<file path="config.mk">
export PLATFORM = sky130hd
export DESIGN_NAME = multi_target_com
export DESIGN_NICKNAME = d
export VERILOG_FILES = /design/src/rtl/com_pkg.sv /design/src/rtl/com_divider.sv /design/src/rtl/multi_target_com.sv
export SDC_FILE = /design/constraint.sdc
export NUM_CORES = 2
export LEC_CHECK = 0
export ABC_CLOCK_PERIOD_IN_PS = 11340
export BUFFER_PORTS_ARGS = -buffer_cell sky130_fd_sc_hd__buf_2
export CORE_AREA = 5 5 320 244
export DETAILED_ROUTE_END_ITERATION = 16
export DIE_AREA = 0 0 325 249
export PLACE_DENSITY = 0.77
export SLEW_MARGIN = 20
export SYNTH_ARGS = -nofsm -noshare
export SYNTH_HDL_FRONTEND = slang
export SYNTH_SLANG_ARGS = --single-unit
</file>
<file path="constraint.sdc">
create_clock -name clk_in -period 11.34 [get_ports clk_in]
set_input_delay 2.835 -clock clk_in [delete_from_list [all_inputs] [get_ports clk_in]]
set_output_delay 2.835 -clock clk_in [all_outputs]
set_load 0.01 [all_outputs]
</file>
<file path="src/rtl/com_pkg.sv">
// Shared types and width helpers for the multi-target centre-of-mass tracker.
package com_pkg;

    typedef enum logic [2:0] {IDLE, SCAN, DIVX, DIVY, PUBLISH} com_state_e;

    localparam int unsigned DEF_H_WIDTH    = 11;
    localparam int unsigned DEF_V_WIDTH    = 10;
    localparam int unsigned DEF_CNT_WIDTH  = 20;
    localparam int unsigned DEF_MIN_PIXELS = 16;

    function automatic int unsigned sum_width(input int unsigned coord_w,
                                              input int unsigned cnt_w);
        return coord_w + cnt_w;
    endfunction

    // Divider width covers the wider of the two coordinate sums.
    function automatic int unsigned div_width(input int unsigned h_w, input int unsigned v_w,
                                              input int unsigned cnt_w);
        return ((h_w > v_w) ? h_w : v_w) + cnt_w;
    endfunction

    localparam int unsigned DEF_DW = div_width(DEF_H_WIDTH, DEF_V_WIDTH, DEF_CNT_WIDTH);

endpackage

</file>
<file path="src/rtl/com_divider.sv">
// Unsigned restoring radix-2 divider; one quotient bit per cycle, WIDTH cycles per divide.
module com_divider #(
    parameter int unsigned WIDTH = 31
) (
    input  logic             clk_in,
    input  logic             rst_in,
    input  logic             start,
    input  logic [WIDTH-1:0] dividend,
    input  logic [WIDTH-1:0] divisor,
    output logic [WIDTH-1:0] quotient,
    output logic             done,
    output logic             busy
);
    localparam int unsigned CW = $clog2(WIDTH);

    logic [WIDTH-1:0] rem_q, quo_q, dsr_q;
    logic [CW-1:0]    cnt_q;
    logic [WIDTH-1:0] src_rem, src_quo, src_dsr, rem_nx, quo_nx;
    logic [WIDTH:0]   shifted;
    logic             ge;

    // The first quotient bit is produced in the start cycle itself.
    always_comb begin
        src_rem = start ? '0 : rem_q;
        src_quo = start ? dividend : quo_q;
        src_dsr = start ? divisor : dsr_q;
        shifted = {src_rem, src_quo[WIDTH-1]};
        ge      = shifted >= {1'b0, src_dsr};
        rem_nx  = ge ? (shifted[WIDTH-1:0] - src_dsr) : shifted[WIDTH-1:0];
        quo_nx  = {src_quo[WIDTH-2:0], ge};
    end

    always_ff @(posedge clk_in or negedge rst_in) begin
        if (!rst_in) begin
            rem_q <= '0;
            quo_q <= '0;
            dsr_q <= '0;
            cnt_q <= '0;
            busy  <= 1'b0;
            done  <= 1'b0;
        end else if (start) begin
            rem_q <= rem_nx;
            quo_q <= quo_nx;
            dsr_q <= divisor;
            cnt_q <= CW'(WIDTH - 1);
            busy  <= 1'b1;
            done  <= 1'b0;
        end else if (busy) begin
            rem_q <= rem_nx;
            quo_q <= quo_nx;
            cnt_q <= cnt_q - CW'(1);
            if (cnt_q == CW'(1)) begin
                busy <= 1'b0;
                done <= 1'b1;
            end
        end else begin
            done <= 1'b0;
        end
    end

    assign quotient = quo_q;

endmodule

</file>
<file path="src/rtl/multi_target_com.sv">
// Per-frame centroid and presence tracker for NUM_TARGETS mask channels,
// sharing one sequential divider across all targets.
module multi_target_com
    import com_pkg::*;
#(
    parameter int unsigned NUM_TARGETS = 4,
    parameter int unsigned H_WIDTH     = DEF_H_WIDTH,
    parameter int unsigned V_WIDTH     = DEF_V_WIDTH,
    parameter int unsigned CNT_WIDTH   = DEF_CNT_WIDTH,
    parameter int unsigned MIN_PIXELS  = DEF_MIN_PIXELS
) (
    input  logic                           clk_in,
    input  logic                           rst_in,
    input  logic [H_WIDTH-1:0]             x_in,
    input  logic [V_WIDTH-1:0]             y_in,
    input  logic [NUM_TARGETS-1:0]         valid_in,
    input  logic                           tabulate_in,
    output logic [NUM_TARGETS*H_WIDTH-1:0] x_out,
    output logic [NUM_TARGETS*V_WIDTH-1:0] y_out,
    output logic [NUM_TARGETS-1:0]         present_out,
    output logic                           valid_out,
    output logic                           busy_out,
    output logic                           drop_out
);
    localparam int unsigned SXW = sum_width(H_WIDTH, CNT_WIDTH);
    localparam int unsigned SYW = sum_width(V_WIDTH, CNT_WIDTH);
    localparam int unsigned DW  = div_width(H_WIDTH, V_WIDTH, CNT_WIDTH);
    localparam int unsigned KW  = (NUM_TARGETS > 1) ? $clog2(NUM_TARGETS) : 1;
    localparam logic [KW-1:0]        K_LAST  = KW'(NUM_TARGETS - 1);
    localparam logic [CNT_WIDTH-1:0] MIN_CNT = CNT_WIDTH'(MIN_PIXELS);
    localparam logic [CNT_WIDTH-1:0] CNT_MAX = '1;

    logic [SXW-1:0]       sum_x_q [NUM_TARGETS];
    logic [SYW-1:0]       sum_y_q [NUM_TARGETS];
    logic [CNT_WIDTH-1:0] cnt_q   [NUM_TARGETS];
    logic [SXW-1:0]       sum_x_nx[NUM_TARGETS];
    logic [SYW-1:0]       sum_y_nx[NUM_TARGETS];
    logic [CNT_WIDTH-1:0] cnt_nx  [NUM_TARGETS];
    logic [SXW-1:0]       sh_x_q  [NUM_TARGETS];
    logic [SYW-1:0]       sh_y_q  [NUM_TARGETS];
    logic [CNT_WIDTH-1:0] sh_cnt_q[NUM_TARGETS];
    logic [H_WIDTH-1:0]   res_x_q [NUM_TARGETS];
    logic [V_WIDTH-1:0]   res_y_q [NUM_TARGETS];
    logic [NUM_TARGETS-1:0] res_p_q;

    com_state_e     state_q, state_d;
    logic [KW-1:0]  k_q, k_d;
    logic           meets;
    logic           div_start, div_done, div_busy;
    logic [DW-1:0]  div_dividend, div_divisor, div_quo;
    logic           unused_quo;

    always_comb begin
        for (int i = 0; i < NUM_TARGETS; i++) begin
            sum_x_nx[i] = sum_x_q[i] + (valid_in[i] ? SXW'(x_in) : '0);
            sum_y_nx[i] = sum_y_q[i] + (valid_in[i] ? SYW'(y_in) : '0);
            cnt_nx[i]   = (valid_in[i] && cnt_q[i] != CNT_MAX) ? cnt_q[i] + CNT_WIDTH'(1)
                                                               : cnt_q[i];
        end
    end

    // The tabulate-cycle pixel is folded into the snapshot, never into the next frame.
    always_ff @(posedge clk_in or negedge rst_in) begin
        if (!rst_in) begin
            for (int i = 0; i < NUM_TARGETS; i++) begin
                sum_x_q[i]  <= '0;
                sum_y_q[i]  <= '0;
                cnt_q[i]    <= '0;
                sh_x_q[i]   <= '0;
                sh_y_q[i]   <= '0;
                sh_cnt_q[i] <= '0;
            end
            drop_out <= 1'b0;
        end else begin
            for (int i = 0; i < NUM_TARGETS; i++) begin
                sum_x_q[i] <= tabulate_in ? '0 : sum_x_nx[i];
                sum_y_q[i] <= tabulate_in ? '0 : sum_y_nx[i];
                cnt_q[i]   <= tabulate_in ? '0 : cnt_nx[i];
                if (tabulate_in && state_q == IDLE) begin
                    sh_x_q[i]   <= sum_x_nx[i];
                    sh_y_q[i]   <= sum_y_nx[i];
                    sh_cnt_q[i] <= cnt_nx[i];
                end
            end
            drop_out <= tabulate_in && (state_q != IDLE);
        end
    end

    always_comb begin
        meets        = sh_cnt_q[k_q] >= MIN_CNT;
        div_dividend = (state_q == DIVY) ? DW'(sh_y_q[k_q]) : DW'(sh_x_q[k_q]);
        div_divisor  = DW'(sh_cnt_q[k_q]);
    end

    com_divider #(
        .WIDTH(DW)
    ) u_div (
        .clk_in  (clk_in),
        .rst_in  (rst_in),
        .start   (div_start),
        .dividend(div_dividend),
        .divisor (div_divisor),
        .quotient(div_quo),
        .done    (div_done),
        .busy    (div_busy)
    );

    assign unused_quo = ^div_quo;

    always_ff @(posedge clk_in or negedge rst_in) begin
        if (!rst_in) begin
            state_q <= IDLE;
            k_q     <= '0;
        end else begin
            state_q <= state_d;
            k_q     <= k_d;
        end
    end

    always_comb begin
        state_d   = state_q;
        k_d       = k_q;
        div_start = 1'b0;
        case (state_q)
            IDLE: begin
                if (tabulate_in) begin
                    state_d = SCAN;
                    k_d     = '0;
                end
            end
            SCAN: begin
                if (meets) begin
                    state_d = DIVX;
                end else if (k_q == K_LAST) begin
                    state_d = PUBLISH;
                end else begin
                    k_d = k_q + KW'(1);
                end
            end
            DIVX: begin
                div_start = !div_busy && !div_done;
                if (div_done) state_d = DIVY;
            end
            DIVY: begin
                div_start = !div_busy && !div_done;
                if (div_done) begin
                    if (k_q == K_LAST) begin
                        state_d = PUBLISH;
                    end else begin
                        k_d     = k_q + KW'(1);
                        state_d = SCAN;
                    end
                end
            end
            PUBLISH: state_d = IDLE;
            default: state_d = IDLE;
        endcase
    end

    // Absent targets keep their last centroid; only the present bit is rewritten.
    always_ff @(posedge clk_in or negedge rst_in) begin
        if (!rst_in) begin
            for (int i = 0; i < NUM_TARGETS; i++) begin
                res_x_q[i] <= '0;
                res_y_q[i] <= '0;
            end
            res_p_q     <= '0;
            x_out       <= '0;
            y_out       <= '0;
            present_out <= '0;
            valid_out   <= 1'b0;
        end else begin
            valid_out <= 1'b0;
            case (state_q)
                SCAN: res_p_q[k_q] <= meets;
                DIVX: if (div_done) res_x_q[k_q] <= div_quo[H_WIDTH-1:0];
                DIVY: if (div_done) res_y_q[k_q] <= div_quo[V_WIDTH-1:0];
                PUBLISH: begin
                    for (int i = 0; i < NUM_TARGETS; i++) begin
                        x_out[i*H_WIDTH +: H_WIDTH] <= res_x_q[i];
                        y_out[i*V_WIDTH +: V_WIDTH] <= res_y_q[i];
                    end
                    present_out <= res_p_q;
                    valid_out   <= 1'b1;
                end
                default: ;
            endcase
        end
    end

    assign busy_out = (state_q != IDLE);

endmodule

</file>
==> impl_metrics.tcl <==
set metrics [dict create \
    power.net_switching_mw 2.30 \
    gp_congestion 0.864 \
    io-pin-count 119 \
    multi_input_area_um2 19800 \
    syn_nets 4332 \
    clock_path_buffers 3 \
    r2r-start "u_div.done" \
    cts_tree "built" \
    min_path_cells 2 \
    slew_viol_final 0 \
    yosysTopAreaCell "dfrtp_1" \
    fin_crit_sh_pct 52.9 \
    async_flop_share_pct 100 \
    hp-class "reg2reg" \
    setup_tns_ns 0 \
    dr_total_vias 30821 \
    fillCellCount 5631 \
    clock_latency_ns 0.66 \
    cp.arrival_ns 6.51 \
    startpoint "valid_in[2]" \
    die_x_um 325 \
    portBuffers 118 \
    startpoint_type "input pin" \
    hold_viol_final 0 \
    synth_area_leaders "dfrtp_1, mux2_2, o21ai_0" \
    reg2reg_depth 14 \
    dieArea_um2 80900 \
    syn-cell-area_um2 44300 \
    synth-main-ff-cell "dfrtp_1" \
    yosysSeqAreaShare_pct 52.6 \
    cp_max_fo 22 \
    overflow 0 \
    post-route-min-period_ns 6.00 \
    peakVddDrop_v 0.000148 \
    syn_avg_cell_area_um2 10.6 \
    rsz0062_at_grt "false" \
    syn_inst 4171 \
    dp_hpwl_um 70100 \
    max_slew_margin_pct 30.7 \
    chipHeight_um 249 \
    ant_nets 0 \
    initialDrtViolationCount 2751 \
    cts_resized 0 \
    antenna_found_initial 6 \
    finalWirelength_um 104000 \
    synth.ff_latch_count 931 \
    ys_warn_count 0 \
    end_kind "flop" \
    start_util_pct 59.5 \
    tightestPinTransition_ns 1.04 \
    grt.total_usage_pct 25.6 \
    ctsRootBufferMaster "clkbuf_16" \
    seq_area_um2 23300 \
    clock_skew_ns 0.0271 \
    viasPerCell 5.88 \
    route.detailed.drc 0 \
    crit_type "in2reg" \
    crit_path_end "sh_x_q[59]" \
    rows 87 \
    syn2layout_area_growth_pct 9.89 \
    p_int_mw 5.78 \
    cts_htree_levels 3 \
    status "completed" \
    path_clk_slew_ns 0.07 \
    grt_pass1_wl_um 168000 \
    p_per_area_nw_per_um2 166 \
    grt_start_max_net_pins 234 \
    reg2reg_to "u_div.rem_q[22]" \
    wire_per_inst_um 19.8 \
    combPwrFrac_pct 15.9 \
    critPathRequiredTime_ns 11.85 \
    post-cts-setup-buffers 0 \
    numCtsBuffers 89 \
    synth_top_area_share_pct 52.6 \
    r2r_slack_ns 5.89 \
    pwr-share-clk_pct 37.9 \
    utilization_pct 65.3 \
    switching_share_pct 28.5 \
    dr.pass1.iters 5 \
    setup_viol 0 \
    sequentialPowerShare_pct 46.2 \
    min_from "u_div.dsr_q[30]" \
    holdBufCountCts 0 \
    drive_gt1_share_pct 14.1 \
    coreArea_um2 74500 \
    leakagePower_nw 23.2 \
    cts_sinks 931 \
    fmax_mhz 167 \
    max-cap-violations 0 \
    layout.nets 4353 \
    post_synth_num_cell_types 73 \
    synth-edff-count 0 \
    grt_pass1_vias 30348 \
]
==> state kept, by name (all words and copies together) (netlist names), 5 cells and up <==
register	flops
res_y_q	40
cnt_q	80
res_x_q	44
sum_x_q	124
sh_x_q	124
u_div.rem_q	31
x_out	44
u_div.cnt_q	5
sum_y_q	120
u_div.dsr_q	31
sh_cnt_q	80
u_div.quotient	31
y_out	40
sh_y_q	120
==> placed cells by master (no fill, tap or decap), types with 91 or more instances in the layout <==
cell       instances
xor2_1           184
ha_1             124
xnor2_1          153
clkbuf_16         91
a21oi_1          104
o21ai_0          392
nor2_1           444
mux2_2           192
dfrtp_1          929
buf_2            116
nand2_1          498
inv_1             97
and2_1           140
nand3_1          102
==> worst min-delay path by stage <==
stage	to
finish	u_div.dsr_q[30]
global route	u_div.dsr_q[30]
CTS	u_div.dsr_q[30]
detailed placement	u_div.dsr_q[30]
global placement	u_div.dsr_q[23]
floorplan	u_div.dsr_q[20]
==> cell type report <==
| cell class | instances | area share, % |
|---|---|---|
| Clock inverter | 36 | 0.903 |
| Antenna cell | 3 | 0.0154 |
| Inverter | 97 | 0.748 |
| Sequential cell | 931 | 47.9 |
| Tap cell | 979 | 2.52 |
| Clock buffer | 126 | 5.30 |
| Timing Repair Buffer | 148 | 1.93 |
| Multi-Input combinational cell | 2925 | 40.7 |
==> cell families (layout without fill, tap and decap cells) <==
family                     Yosys count  after routing  synth area share [%]
and+or+nand+nor                   1451           1451                  15.0
DFF                                931            931                  52.6
AOI/OAI and AO/OA                  694            694                  9.24
xor gates and xnor gates           337            337                  6.67
buffers and inverters              315            407                  2.75
muxes                              310            310                  9.84
adders and majority gates          133            133                  3.91
other                                0              3                     0
==> critical path, cell delays in order <==
cell	delay, ns
buf_2	0.26
and2_1	0.24
ha_1	0.20
fa_1	0.40
a21o_1	0.19
a21oi_1	0.20
o21bai_1	0.12
a2111oi_0	0.72
o31ai_1	0.26
a21oi_2	0.51
nor3b_1	0.14
xnor2_1	0.24
o21ai_0	0.14
==> power by group through the flow <==
stage | combinational (mW) | sequential [mW] | clock [mW]
finish | 1.28 | 3.73 | 3.07
global route | 1.42 | 3.75 | 3.26
global placement | 1.24 | 3.77 | 0
detailed placement | 1.28 | 3.78 | 0
floorplan | 0.956 | 3.67 | 0
CTS | 1.29 | 3.73 | 3.11
==> routing by layer <==
metal | vias to the layer above | share of wire [%] | track usage [%]
li1 | 14358 | - | -
met1 | 15469 | 46 | 39.0
met2 | 865 | 44 | 37.7
met3 | 127 | 7.5 | 5.89
met4 | 2 | 2.3 | 6.28
met5 | - | 0.012 | 0
==> per-stage QoR <==
| step | worst slack, ns | power [mW] | hold WS (ns) | std cells | instance area (µm²) |
|---|---|---|---|---|---|
| floorplan | 5.61 | 4.62 | 0.433 | 4171 | 44300 |
| global placement | 4.92 | 5.02 | 0.445 | 5079 | 45600 |
| detailed placement | 4.81 | 5.06 | 0.452 | 5079 | 45600 |
| CTS | 5.34 | 8.13 | 0.467 | 5241 | 48600 |
| global route | 5.05 | 8.43 | 0.479 | 5242 | 48600 |
| finish | 5.34 | 8.08 | 0.466 | 5245 | 48600 |
==> Yosys cell counts, types with 11 or more instances <==
cell type    n
xor2_1     184
mux2i_1     37
xnor2_1    153
buf_1       22
and2_1     140
clkbuf_1   181
or3_1       13
a21oi_1    104
o21a_1      12
and3_1      51
mux4_2      81
inv_1       97
nor2b_1     45
a21o_1      37
nor2_1     445
nand4_1     49
mux2_2     192
nand2_1    499
ha_1       124
nor3_1      38
nor3b_1     11
dfrtp_1    931
o21bai_1    16
o21ai_0    392
nand3_1    102
nand2b_1    14
a22oi_1     42
and4_1      14
buf_2       12
(Power assumes the default switching activity.)
